<file path="config.mk">
export PLATFORM = sky130hd
export DESIGN_NAME = xsvi_timing_gen
export DESIGN_NICKNAME = d
export VERILOG_FILES = /design/src/rtl/xsvi_timing_gen.sv
export SDC_FILE = /design/constraint.sdc
export NUM_CORES = 1
export LEC_CHECK = 0
export BUFFER_PORTS_ARGS = -buffer_cell sky130_fd_sc_hd__clkbuf_2
export CORE_UTILIZATION = 52
export CTS_BUF_LIST = sky130_fd_sc_hd__clkbuf_2 sky130_fd_sc_hd__clkbuf_4 sky130_fd_sc_hd__clkbuf_8
export DETAILED_ROUTE_END_ITERATION = 6
export PLACE_DENSITY = 0.76
export SYNTH_ARGS = -nofsm -noshare
export SYNTH_HDL_FRONTEND = slang
export SYNTH_SLANG_ARGS = --single-unit
</file>
<file path="constraint.sdc">
create_clock -name Bus2IP_Clk -period 3.46 [get_ports Bus2IP_Clk]
set_clock_uncertainty 0.2 [all_clocks]
set_input_delay 0.692 -clock Bus2IP_Clk [delete_from_list [all_inputs] [get_ports Bus2IP_Clk]]
set_output_delay 0.692 -clock Bus2IP_Clk [all_outputs]
set_load 0.02 [all_outputs]
</file>
<file path="src/rtl/xsvi_timing_gen.sv">
// rtl/xsvi_timing_gen.sv - XSVI raster timing generator with test-pattern and passthrough pixel sources.
module xsvi_timing_gen #(
  parameter int H_ACTIVE = 640,
  parameter int H_FP     = 16,
  parameter int H_SYNC   = 96,
  parameter int H_BP     = 48,
  parameter int V_ACTIVE = 480,
  parameter int V_FP     = 10,
  parameter int V_SYNC   = 2,
  parameter int V_BP     = 33,
  parameter bit HS_POL   = 1'b0,
  parameter bit VS_POL   = 1'b0,
  parameter int DATA_W   = 24,
  parameter int CNT_W    = 12
) (
  input  logic              Bus2IP_Clk,
  input  logic              Bus2IP_Resetn,
  input  logic              enable,
  input  logic [1:0]        mode,
  input  logic [DATA_W-1:0] solid_color,
  input  logic [DATA_W-1:0] pix_data_in,
  input  logic              pix_valid,
  input  logic              clr_err,
  output logic              pix_req,
  output logic [CNT_W-1:0]  pix_x,
  output logic [CNT_W-1:0]  pix_y,
  output logic              xsvi_h_sync,
  output logic              xsvi_v_sync,
  output logic              xsvi_video_active,
  output logic [DATA_W-1:0] xsvi_video_data,
  output logic              frame_start,
  output logic              err_underflow
);
  localparam int CW      = DATA_W / 3;
  localparam int H_TOTAL = H_ACTIVE + H_FP + H_SYNC + H_BP;
  localparam int V_TOTAL = V_ACTIVE + V_FP + V_SYNC + V_BP;
  localparam int BAR_W   = H_ACTIVE / 8;

  localparam logic [CNT_W-1:0] H_LAST   = CNT_W'(H_TOTAL - 1);
  localparam logic [CNT_W-1:0] V_LAST   = CNT_W'(V_TOTAL - 1);
  localparam logic [CNT_W-1:0] H_ACT_C  = CNT_W'(H_ACTIVE);
  localparam logic [CNT_W-1:0] V_ACT_C  = CNT_W'(V_ACTIVE);
  localparam logic [CNT_W-1:0] H_SS     = CNT_W'(H_ACTIVE + H_FP);
  localparam logic [CNT_W-1:0] H_SE     = CNT_W'(H_ACTIVE + H_FP + H_SYNC);
  localparam logic [CNT_W-1:0] V_SS     = CNT_W'(V_ACTIVE + V_FP);
  localparam logic [CNT_W-1:0] V_SE     = CNT_W'(V_ACTIVE + V_FP + V_SYNC);
  localparam logic [CNT_W-1:0] BAR_LAST = CNT_W'(BAR_W - 1);

  logic [CNT_W-1:0]  h_cnt, v_cnt, bar_pos;
  logic [2:0]        bar_idx;
  logic [1:0]        mode_q, mode_eff;
  logic [DATA_W-1:0] color_q, color_eff, pix_next;
  logic [CW-1:0]     frame_cnt;
  logic              h_wrap, v_wrap, hs, vs, act, first, underflow;

  assign h_wrap = (h_cnt == H_LAST);
  assign v_wrap = (v_cnt == V_LAST);
  assign hs     = (h_cnt >= H_SS) && (h_cnt < H_SE);
  assign vs     = (v_cnt >= V_SS) && (v_cnt < V_SE);
  assign act    = (h_cnt < H_ACT_C) && (v_cnt < V_ACT_C);
  assign first  = enable && (h_cnt == '0) && (v_cnt == '0);

  assign pix_req = act && enable;
  assign pix_x   = pix_req ? h_cnt : '0;
  assign pix_y   = pix_req ? v_cnt : '0;

  always_ff @(posedge Bus2IP_Clk or negedge Bus2IP_Resetn) begin
    if (!Bus2IP_Resetn) begin
      h_cnt     <= '0;
      v_cnt     <= '0;
      frame_cnt <= '0;
    end else if (!enable) begin
      h_cnt <= '0;
      v_cnt <= '0;
    end else if (h_wrap) begin
      h_cnt <= '0;
      v_cnt <= v_wrap ? '0 : v_cnt + 1'b1;
      if (v_wrap) frame_cnt <= frame_cnt + 1'b1;
    end else begin
      h_cnt <= h_cnt + 1'b1;
    end
  end

  // Bar index advances every BAR_W active pixels and saturates at the last bar.
  always_ff @(posedge Bus2IP_Clk or negedge Bus2IP_Resetn) begin
    if (!Bus2IP_Resetn) begin
      bar_pos <= '0;
      bar_idx <= '0;
    end else if (!enable || h_wrap) begin
      bar_pos <= '0;
      bar_idx <= '0;
    end else if (h_cnt < H_ACT_C) begin
      if (bar_pos == BAR_LAST) begin
        bar_pos <= '0;
        if (bar_idx != 3'd7) bar_idx <= bar_idx + 3'd1;
      end else begin
        bar_pos <= bar_pos + 1'b1;
      end
    end
  end

  always_ff @(posedge Bus2IP_Clk or negedge Bus2IP_Resetn) begin
    if (!Bus2IP_Resetn) begin
      mode_q  <= '0;
      color_q <= '0;
    end else if (first) begin
      mode_q  <= mode;
      color_q <= solid_color;
    end
  end

  // The first pixel of a frame uses the inputs being latched in that same cycle.
  assign mode_eff  = first ? mode : mode_q;
  assign color_eff = first ? solid_color : color_q;

  always_comb begin
    pix_next  = '0;
    underflow = 1'b0;
    if (pix_req) begin
      case (mode_eff)
        2'd0: begin
          if (pix_valid) pix_next = pix_data_in;
          else           underflow = 1'b1;
        end
        2'd1:    pix_next = {{CW{~bar_idx[1]}}, {CW{~bar_idx[2]}}, {CW{~bar_idx[0]}}};
        2'd2:    pix_next = color_eff;
        default: pix_next = {CW'(h_cnt), CW'(v_cnt), frame_cnt};
      endcase
    end
  end

  always_ff @(posedge Bus2IP_Clk or negedge Bus2IP_Resetn) begin
    if (!Bus2IP_Resetn) begin
      xsvi_h_sync       <= ~HS_POL;
      xsvi_v_sync       <= ~VS_POL;
      xsvi_video_active <= 1'b0;
      xsvi_video_data   <= '0;
      frame_start       <= 1'b0;
    end else begin
      xsvi_h_sync       <= (enable && hs) ? HS_POL : ~HS_POL;
      xsvi_v_sync       <= (enable && vs) ? VS_POL : ~VS_POL;
      xsvi_video_active <= pix_req;
      xsvi_video_data   <= pix_next;
      frame_start       <= first;
    end
  end

  always_ff @(posedge Bus2IP_Clk or negedge Bus2IP_Resetn) begin
    if (!Bus2IP_Resetn)  err_underflow <= 1'b0;
    else if (underflow)  err_underflow <= 1'b1;
    else if (clr_err)    err_underflow <= 1'b0;
  end
endmodule

</file>
==> metrics.txt <==
CP Data Required Time=2.57 ns; Clock Pin Slew Worst Setup and Hold Paths=0.09 ns; final net count=749; Main synth FF type=dfrtp_1; worst min-delay path category=in -> async; Final Core Density=61.5%; FILL cells=915; worst-path cell chain=or4b_1, or3_1, inv_2, and2_1, clkbuf_2; sequential power share=50.5%; critical path buffer and inverter count=2; Max rail drop VDD=0.000265 V; RSZ-0062 raised after global routing=no; Worst setup SP type=flip-flop; max-cap violations=0; static leakage power=3.02 nW; CTS root buffer=clkbuf_8; post-CTS setup buffers=0; Hold Fails Final Rpt=0; Distinct cells, synth=65; mux cell area share after synthesis=1.69%; crit path max fanout=17; initial drt markers=395; antenna viol nets, final=0; layout cell share with drive strength beyond 1=23.3%; Tmin final=3.35 ns; Post-synth EDFFs=0; Pre-antenna DRT Iters=5; status=finished, final reports clean; DRC errors left=0; Power Total=0.00280 W; XOR/XNOR share of the synthesized area=3.99%; Sink Count=102; Total GRT Usage=27.9%; slack of the critical path=0.112 ns; fmax=299 MHz; Worst Tran Pin Value=0.850 ns; antenna violations before repair=0; GRT Residual Overflow=0; fin. max-slew vios=0; Critical Path AT=2.46 ns; DP HPWL=10700 um; area fraction in compound gates after synthesis=16.0%; FFs w/ async S/R, synth=100%; cell internal pwr=0.00186 W; Initial Util=54.6%; Placeable Area=0.0105 mm2; die area=0.0114 mm2; via count=5094; Rel. slew slack=43.3%; Num CTS Buffers=9; Critical Path Max Stage Delay=0.60 ns; Hold Buf Count CTS=0; Core Rows=37; setup TNS=0 ns; via-per-instance ratio=6.19; clock power share=24.3%; DIE HEIGHT=107 um; Area Overhead vs Synth=12.8%; PwrDens=435 mW/mm2; # diodes=0; post-DR wirelength/cell=18.4 um; die width=107 um; final instance area=0.00644 mm2; combinational family with the most area after synthesis=simple AND/OR/NAND/NOR gates; post-CTS resize count=0; Logic pwr share=25.3%; Clock Path Buffers=2; top cell family by delay on the critical path=simple AND/OR/NAND/NOR gates; Slowest cell on crit path=or4b_1; #FFs+latches synth=102; reg2reg path depth=7; CP Depth=5; synthesized area=0.00571 mm2; Avg Inst Size Synth=9.47 um2; first-pass GRT wire length=24600 um; largest net degree at the start of global routing=53; Final Setup Violations=0; Top Ports=109; kind of end point of the critical path=primary output; dpl cell area=0.00628 mm2; TritonCTS clock tree=done; CTS H-tree lvls=3; Net Sw Frac=33.5%; vias in the first global route=4823; Post-Syn Instances=603; critical path class=reg -> out; post-synthesis adder-cell area fraction=1.97%; sw power=0.000940 W; WL final=15200 um; Post-Place Setup Slack=0.245 ns; Ys Warns=0; clock latency on the worst-skew pair=0.38 ns; fin crit share=96.8%; simple-gate share of the synthesized area=25.5%; Final GP Congestion=0.884; PortBufs=103; sequential share of the synthesized area=44.8%
worst paths after layout:
| path | startpoint | to | slack [ns] |
|---|---|---|---|
| min | Bus2IP_Resetn | color_q[1] | 0.12 |
| min in group Bus2IP_Clk | color_q[22] | color_q[22] | 0.27 |
| min reg2reg | color_q[22] | color_q[22] | 0.27 |
| max reg2reg | h_cnt[6] | xsvi_video_data[7] | 0.52 |
| max in group asynchronous | Bus2IP_Resetn | xsvi_h_sync | 2.15 |
| max | v_cnt[10] | pix_x[3] | 0.11 |
cell usage after synthesis, drive strengths merged, types with 2 or more instances:
cell,count,share of area [%]
o311ai,23,3.5
o21ai,17,1.7
dfrtp,100,44
nor3,6,0.72
a21oi,27,2.4
or2,2,0.22
o31ai,3,0.39
nor3b,3,0.39
nand2,92,6.2
a211oi,3,0.57
a22o,3,0.46
and3,11,1.2
a311oi,23,3.7
ha,9,2.0
xor2,11,1.7
and4bb,2,0.44
clkbuf,23,1.5
a21o,8,1.1
nor2b,4,0.44
nand4,10,1.1
or4,24,3.2
nor4b,3,0.46
xnor2,15,2.3
o2111ai,3,0.46
and2,19,2.1
dfstp,2,0.92
inv,15,0.99
and4,6,0.92
nand3,41,3.6
nor2,32,2.1
buf,31,3.6
nor4,6,1.2
nand2b,2,0.22
mux2i,5,1.1
nand4bb,2,0.39
mux2,3,0.59
registers in the layout, summed over array words and instances, names as in the netlist, 2 cells and up:
name             cells
xsvi_video_data     24
frame_cnt            8
h_cnt               12
color_q             24
v_cnt               12
bar_idx              3
bar_pos             12
mode_q               2
area by class of cell:
class | count | area, um2 | share of cell area (%)
clock buffer | 11 | 151 | 2.35
inverter | 15 | 56.3 | 0.874
timing repair buffer | 121 | 666 | 10.3
clock inverter | 2 | 10.0 | 0.155
multi-input combinational | 436 | 2830 | 44.0
tap | 136 | 170 | 2.64
sequential | 102 | 2550 | 39.7
cells in the final DEF, fill, tap and decap left out, types with 3 or more instances in the layout:
| master | n |
|---|---|
| a21o_1 | 8 |
| a21oi_1 | 27 |
| a22o_1 | 3 |
| a311oi_1 | 21 |
| and2_1 | 18 |
| and3_1 | 11 |
| and4_1 | 6 |
| buf_4 | 18 |
| clkbuf_2 | 102 |
| clkbuf_8 | 11 |
| conb_1 | 5 |
| dfrtp_1 | 100 |
| ha_1 | 9 |
| inv_1 | 12 |
| inv_2 | 3 |
| mux2i_1 | 4 |
| nand2_1 | 91 |
| nand3_1 | 41 |
| nand4_1 | 10 |
| nor2_1 | 32 |
| nor2b_1 | 4 |
| nor3_1 | 5 |
| nor3b_1 | 3 |
| nor4_1 | 4 |
| nor4b_1 | 3 |
| o2111ai_1 | 3 |
| o21ai_0 | 15 |
| o311ai_0 | 17 |
| o311ai_1 | 6 |
| o31ai_1 | 3 |
| or4_1 | 23 |
| xnor2_1 | 15 |
| xor2_1 | 11 |
logic make-up after synthesis:
logic type / Yosys count
xor gates and xnor gates: 26
AOI/OAI and AO/OA: 119
muxes: 8
and+or+nand+nor: 269
other: 1
adders and majority gates: 9
buffers and inverters: 69
DFF: 102
per-stage QoR:
step / hold WS [ns] / cells
global placement: 0.254 / 810
finish: 0.124 / 823
floorplan: 0.196 / 607
global route: 0.184 / 823
CTS: 0.153 / 823
detailed placement: 0.257 / 810
power groups by stage:
| stage | clock, W | combinational (W) | sequential, W |
|---|---|---|---|
| floorplan | 0 | 0.000378 | 0.00150 |
| global placement | 0 | 0.000690 | 0.00143 |
| detailed placement | 0 | 0.000706 | 0.00144 |
| CTS | 0.000692 | 0.000708 | 0.00141 |
| global route | 0.000732 | 0.000775 | 0.00143 |
| finish | 0.000680 | 0.000709 | 0.00141 |
layer usage:
| metal | global-route usage, % | part of all wire (%) | wire length (um) |
|---|---|---|---|
| met1 | 39.1 | 44 | 6730 |
| met2 | 42.9 | 47 | 7090 |
| met3 | 3.59 | 5.9 | 894 |
| met4 | 13.2 | 3.0 | 449 |
| met5 | 0 | 0 | 0 |
No activity file was read; power rests on OpenSTA's default activity.
